==> config.mk <==
export PLATFORM = sky130hd
export DESIGN_NAME = mmi_arbiter_flat
export DESIGN_NICKNAME = d
export VERILOG_FILES = /design/src/rtl/mmi_arbiter_if.sv /design/src/rtl/mmi_arbiter.sv /design/src/flat_wrapper.sv
export SDC_FILE = /design/constraint.sdc
export NUM_CORES = 1
export LEC_CHECK = 0
export ABC_AREA = 0
export CORE_ASPECT_RATIO = 1.4
export CORE_MARGIN = 2
export CORE_UTILIZATION = 41
export CTS_CLUSTER_SIZE = 8
export DETAILED_ROUTE_END_ITERATION = 8
export PLACE_DENSITY_LB_ADDON = 0.2
export SYNTH_ARGS = -nofsm -noshare
export SYNTH_HDL_FRONTEND = slang
export SYNTH_SLANG_ARGS = --single-unit
==> constraint.sdc <==
create_clock -name clk -period 2 [get_ports clk]
set_input_delay 0.3 -clock clk [delete_from_list [all_inputs] [get_ports clk]]
set_output_delay 0.3 -clock clk [all_outputs]
set_load 0.005 [all_outputs]
==> src/rtl/mmi_arbiter_if.sv <==
// One memory-mapped valid/ready/wstrb bus port (a master or the register-bank port).
// The bank returns no error response, so err is only driven towards masters.
interface mmi_arbiter_if #(
    parameter int unsigned AW = 3
);
    logic          valid;
    logic [3:0]    wstrb;
    logic [31:0]   wdata;
    logic [AW-1:0] addr;
    logic          ready;
    logic [31:0]   rdata;
    logic          err;

    modport master (
        output valid, wstrb, wdata, addr,
        input  ready, rdata
    );

    modport slave (
        input  valid, wstrb, wdata, addr,
        output ready, rdata, err
    );
endinterface

==> src/rtl/mmi_arbiter.sv <==
// Two-master round-robin arbiter in front of the register bank: latches the winning
// request, waits for the bank acknowledge or a timeout, then pulses the owner's ready.
module mmi_arbiter #(
    parameter int unsigned AW      = 3,
    parameter int unsigned TIMEOUT = 16
) (
    input  logic        clk,
    input  logic        rst,
    mmi_arbiter_if.slave  m0,
    mmi_arbiter_if.slave  m1,
    mmi_arbiter_if.master s,
    output logic [1:0]  gnt
);
    localparam logic [7:0] CntLast = 8'(TIMEOUT - 1);

    typedef enum logic [1:0] {StIdle, StBusy, StDrain} state_e;

    state_e             state_q, state_d;
    logic [1:0]         gnt_q, gnt_d;
    logic               last_q, last_d;
    logic [7:0]         cnt_q, cnt_d;
    logic [1:0]         mask_q, mask_d;
    logic [3:0]         wstrb_q, wstrb_d;
    logic [31:0]        wdata_q, wdata_d;
    logic [AW-1:0]      addr_q, addr_d;
    logic [1:0]         ready_q, ready_d;
    logic [1:0]         err_q, err_d;
    logic [1:0][31:0]   rdata_q, rdata_d;
    logic [1:0]         req;
    logic               win;
    logic               owner;

    // The just-served master is ignored for one IDLE cycle to swallow a late valid drop.
    assign req   = {m1.valid, m0.valid} & ~mask_q;
    assign owner = gnt_q[1];

    always_comb begin
        state_d = state_q;
        gnt_d   = gnt_q;
        last_d  = last_q;
        cnt_d   = cnt_q;
        mask_d  = 2'b00;
        wstrb_d = wstrb_q;
        wdata_d = wdata_q;
        addr_d  = addr_q;
        ready_d = 2'b00;
        err_d   = err_q;
        rdata_d = rdata_q;
        win     = 1'b0;

        unique case (state_q)
            StIdle: begin
                if (|req) begin
                    // Master 1 wins when alone, or on contention when master 0 was served last.
                    win     = req[1] & (~req[0] | ~last_q);
                    gnt_d   = win ? 2'b10 : 2'b01;
                    last_d  = win;
                    cnt_d   = '0;
                    wstrb_d = win ? m1.wstrb : m0.wstrb;
                    wdata_d = win ? m1.wdata : m0.wdata;
                    addr_d  = win ? m1.addr  : m0.addr;
                    state_d = StBusy;
                end
            end
            StBusy: begin
                if (s.ready) begin
                    rdata_d[owner] = s.rdata;
                    err_d[owner]   = 1'b0;
                    ready_d        = gnt_q;
                    state_d        = StDrain;
                end else if (cnt_q == CntLast) begin
                    rdata_d[owner] = '0;
                    err_d[owner]   = 1'b1;
                    ready_d        = gnt_q;
                    state_d        = StDrain;
                end else begin
                    cnt_d = cnt_q + 8'd1;
                end
            end
            StDrain: begin
                mask_d  = gnt_q;
                gnt_d   = 2'b00;
                state_d = StIdle;
            end
            default: state_d = StIdle;
        endcase
    end

    always_ff @(posedge clk) begin
        if (rst) begin
            state_q <= StIdle;
            gnt_q   <= '0;
            last_q  <= 1'b1;
            cnt_q   <= '0;
            mask_q  <= '0;
            wstrb_q <= '0;
            wdata_q <= '0;
            addr_q  <= '0;
            ready_q <= '0;
            err_q   <= '0;
            rdata_q <= '0;
        end else begin
            state_q <= state_d;
            gnt_q   <= gnt_d;
            last_q  <= last_d;
            cnt_q   <= cnt_d;
            mask_q  <= mask_d;
            wstrb_q <= wstrb_d;
            wdata_q <= wdata_d;
            addr_q  <= addr_d;
            ready_q <= ready_d;
            err_q   <= err_d;
            rdata_q <= rdata_d;
        end
    end

    assign s.valid  = (state_q == StBusy);
    assign s.wstrb  = wstrb_q;
    assign s.wdata  = wdata_q;
    assign s.addr   = addr_q;
    assign gnt      = gnt_q;

    assign m0.ready = ready_q[0];
    assign m0.rdata = rdata_q[0];
    assign m0.err   = err_q[0];
    assign m1.ready = ready_q[1];
    assign m1.rdata = rdata_q[1];
    assign m1.err   = err_q[1];
endmodule

==> src/flat_wrapper.sv <==
// flat-port wrapper written by rule: the top's interface ports become plain ports
module mmi_arbiter_flat 
#(
    parameter int unsigned AW      = 3,
    parameter int unsigned TIMEOUT = 16
)
  (clk, rst, gnt, m0_valid, m0_wstrb, m0_wdata, m0_addr, m0_ready, m0_rdata, m0_err, m1_valid, m1_wstrb, m1_wdata, m1_addr, m1_ready, m1_rdata, m1_err, s_valid, s_wstrb, s_wdata, s_addr, s_ready, s_rdata);
  mmi_arbiter_if #(.AW(AW)) m0_i ();
  mmi_arbiter_if #(.AW(AW)) m1_i ();
  mmi_arbiter_if #(.AW(AW)) s_i ();
  input  logic clk;
  input  logic rst;
  output logic [1:0] gnt;
  input wire logic [$bits(m0_i.valid)-1:0] m0_valid;
  input wire logic [$bits(m0_i.wstrb)-1:0] m0_wstrb;
  input wire logic [$bits(m0_i.wdata)-1:0] m0_wdata;
  input wire logic [$bits(m0_i.addr)-1:0] m0_addr;
  output wire logic [$bits(m0_i.ready)-1:0] m0_ready;
  output wire logic [$bits(m0_i.rdata)-1:0] m0_rdata;
  output wire logic [$bits(m0_i.err)-1:0] m0_err;
  input wire logic [$bits(m1_i.valid)-1:0] m1_valid;
  input wire logic [$bits(m1_i.wstrb)-1:0] m1_wstrb;
  input wire logic [$bits(m1_i.wdata)-1:0] m1_wdata;
  input wire logic [$bits(m1_i.addr)-1:0] m1_addr;
  output wire logic [$bits(m1_i.ready)-1:0] m1_ready;
  output wire logic [$bits(m1_i.rdata)-1:0] m1_rdata;
  output wire logic [$bits(m1_i.err)-1:0] m1_err;
  output wire logic [$bits(s_i.valid)-1:0] s_valid;
  output wire logic [$bits(s_i.wstrb)-1:0] s_wstrb;
  output wire logic [$bits(s_i.wdata)-1:0] s_wdata;
  output wire logic [$bits(s_i.addr)-1:0] s_addr;
  input wire logic [$bits(s_i.ready)-1:0] s_ready;
  input wire logic [$bits(s_i.rdata)-1:0] s_rdata;
  assign m0_i.valid = m0_valid;
  assign m0_i.wstrb = m0_wstrb;
  assign m0_i.wdata = m0_wdata;
  assign m0_i.addr = m0_addr;
  assign m0_ready = m0_i.ready;
  assign m0_rdata = m0_i.rdata;
  assign m0_err = m0_i.err;
  assign m1_i.valid = m1_valid;
  assign m1_i.wstrb = m1_wstrb;
  assign m1_i.wdata = m1_wdata;
  assign m1_i.addr = m1_addr;
  assign m1_ready = m1_i.ready;
  assign m1_rdata = m1_i.rdata;
  assign m1_err = m1_i.err;
  assign s_valid = s_i.valid;
  assign s_wstrb = s_i.wstrb;
  assign s_wdata = s_i.wdata;
  assign s_addr = s_i.addr;
  assign s_i.ready = s_ready;
  assign s_i.rdata = s_rdata;
  mmi_arbiter #(.AW(AW), .TIMEOUT(TIMEOUT)) u_core (.clk(clk), .rst(rst), .m0(m0_i), .m1(m1_i), .s(s_i), .gnt(gnt));
endmodule
==> results.tsv <==
stage	metric	value	unit
setup_path	crit_required	2.33	ns
die	num_rows	46	
setup_path	slowest_stage	or4_1	
placement	preCtsSetupSlack	0.05696	ns
synthesis	synth_enable_flop_cells	0	
power_and_ir_drop	powerDensity	831.7	nW/µm²
synthesis	seq_area_frac_synth	51.30	%
drt	viasPerCell	5.342	
synthesis	yosysTopAreaCellShare	51.30	%
synthesis	syn_inst	520	
layout	insertedDiodeCount	0	
sta	clock-skew-final	0.01043	ns
cts	clockRootBuffer	clkbuf_16	
worst_hold_path	hold_class	input port to flip-flop	
setup_path	path_buf_inv	0	
sta	setup_violations	0	
sta	period_share	95.76	%
drt	firstDrtPassIters	5	
drt	drc	0	
drt	avgRoutedWirePerCell	16.16	µm
cts	cts_max_path_buffers	2	
drt	ant_nets	0	
drt	wl	14.39	mm
layout	post-route-cell-area	7765	µm²
die	die_h	131.5	µm
cts	ctsHoldBuffers	0	
global_routing	grt_remaining_overflow	0	
run_status	status	completed	
placement	place_congestion	0.8291	
sta	hold_viol	0	
setup_path	cp-start-kind	flip-flop	
cts	clkSinkCount	122	
sta	fmax	522.1	MHz
global_routing	antenna_found_initial	0	
setup_path	critPathCaptureType	flip-flop	
synthesis	netlist_area	4761	µm²
placement	dpl.hpwl	10.09	mm
die	die_x	95.07	µm
setup_path	max_stage_delay	0.50	ns
sta	tightest_slew	0.4875	ns
setup_path	worstSetupPathType	flip-flop to flip-flop	
synthesis	yosysWarnings	0	
setup_path	path_delay_family	simple AND/OR/NAND/NOR gates	
sta	min_period	1.915	ns
setup_path	arrival	2.24	ns
global_routing	grtUsageTotal	22.99	%
sta	setup_ws	0.08480	ns
global_routing	grt_pass1_vias	4784	
power_and_ir_drop	ir_worst_vdd	490.3	µV
die	io_pins	225	
setup_path	path_max_fanout	7	
cts	clock_latency	0.41	ns
die	start_util	41.99	%
cts	cts_buffers	17	
synthesis	avgSynthCellArea	9.155	µm²
cts	cts.reportedPaths.clkPinSlew	0.06	ns
synthesis	synthArstFlopShare	0	%
synthesis	syn_nets	636	
placement	dpl_cell_area	7183	µm²
layout	syn_to_final_growth	63.10	%
synthesis	synth_ff_type	dfxtp_1	
power_and_ir_drop	p_leak	2.753	nW
drt	drt_first_iter_violations	221	
die	dieArea	12500	µm²
placement	io_buffer_count	224	
synthesis	synth.area.top_cells	dfxtp_1 51%, a221o_1 8.4%, a21oi_1 7.6%	
layout	utilization	68.48	%
sta	drv_slew	0	
layout	final_common_cell	clkdlybuf4s50_1	
synthesis	yosysTopAreaCell	dfxtp_1	
layout	layout_common_cells	223 x clkdlybuf4s50_1, 121 x dfxtp_1, 71 x a21oi_1	
sta	finalSetupTns	0	ns
die	core	11340	µm²
sta	relSlewSlack	67.50	%
global_routing	grt_pass1_wl	22.71	mm
layout	drive_above_1_share	8.311	%
drt	vias	4754	
flow_run	drv_cap	0	
cts	cts_tree	yes	
cts	cts_htree_levels	4	
synthesis	synth.distinct_cells	44	
sta	rsz0062_at_grt	no	
global_routing	grt_max_degree	51	
synthesis	synth-seq-cells	122	
layout	fin_nets	849	
setup_path	worstPathCellList	ha_1, and3_1, a211o_1, or4_1, a31oi_1	
metal layers:
| layer | global-route usage [%] | up-vias | wire (µm) |
|---|---|---|---|
| met5 | 0 | - | 0 |
| met4 | 9.179 | 0 | 259 |
| met1 | 24.89 | 2237 | 5448 |
| met3 | 6.250 | 19 | 868 |
| met2 | 41.12 | 181 | 7810 |
| li1 | - | 2317 | - |
logic make-up after synthesis:
group	count (synthesis)	share of synthesized area, %
fa+ha+maj	1	0.2628
simple gates	153	16.50
buf+inv	52	4.678
compound gates	192	27.25
flops	122	51.30
per-stage QoR:
| step | instances | power (mW) | hold slack [ns] |
|---|---|---|---|
| after floorplan | 520 | 3.035 | 0.4360 |
| after global placement | 856 | 3.623 | 0.4472 |
| after detailed placement | 856 | 3.646 | 0.4640 |
| after CTS | 890 | 6.521 | 0.4470 |
| after global routing | 890 | 6.702 | 0.4790 |
| final | 890 | 6.458 | 0.4594 |
worst min-delay path: cells and delay by family:
family | cells | cell delay (ns)
simple gates | 1 | 0.12
buf+inv | 2 | 0.41
timing repair:
action                     4_1_cts  5_1_grt
resized for setup                2        0
buffers inserted                 1        0
setup endpoints to repair        1        0
layout make-up:
class,instances,area [µm²]
Fill cell,891,3573
Sequential cell,122,2444
Timing Repair Buffer,243,2442
Multi-Input combinational cell,347,2127
Clock buffer,18,439.2
Tap cell,144,180.2
Clock inverter,14,122.6
Inverter,2,10.01
sequential cells by signal (all words and copies together), names as in the netlist, 2 cells and up, named ones only:
register / flops
u_core.s.wdata: 32
u_core.m1.rdata: 32
u_core.s.wstrb: 4
u_core.s.addr: 3
u_core.gnt: 2
u_core.ready_q: 2
u_core.state_q: 2
u_core.m0.rdata: 32
u_core.cnt_q: 8
u_core.mask_q: 2
report_power, final:
group	internal, mW	total (mW)	switching (mW)
Clock	1.74	2.85	1.11
Sequential	2.57	2.65	0.0838
Combinational	0.577	0.955	0.378
Total	4.88	6.46	1.57
cells in the mapped netlist (all sizes together) (3+ instances only):
library cell	count
dfxtp	122
a21oi	72
nand2	68
a221o	40
and2	39
clkbuf	34
o21ai	34
o31ai	33
buf	16
nand3	15
nor2	7
nor3b	5
a31oi	3
nand2b	3
worst paths after layout:
check                                   startpoint            endpoint  slack (ns)  cells after the start
worst max-delay path               u_core.cnt_q[0]     u_core.cnt_q[5]        0.08                      5
worst max register to register     u_core.cnt_q[0]     u_core.cnt_q[5]        0.08                      5
worst min register to register  u_core.m1.rdata[0]  u_core.m1.rdata[0]        0.47                      2
worst min-delay path                           rst   u_core.state_q[1]        0.46                      3
Power figures use the tool's default switching activity.
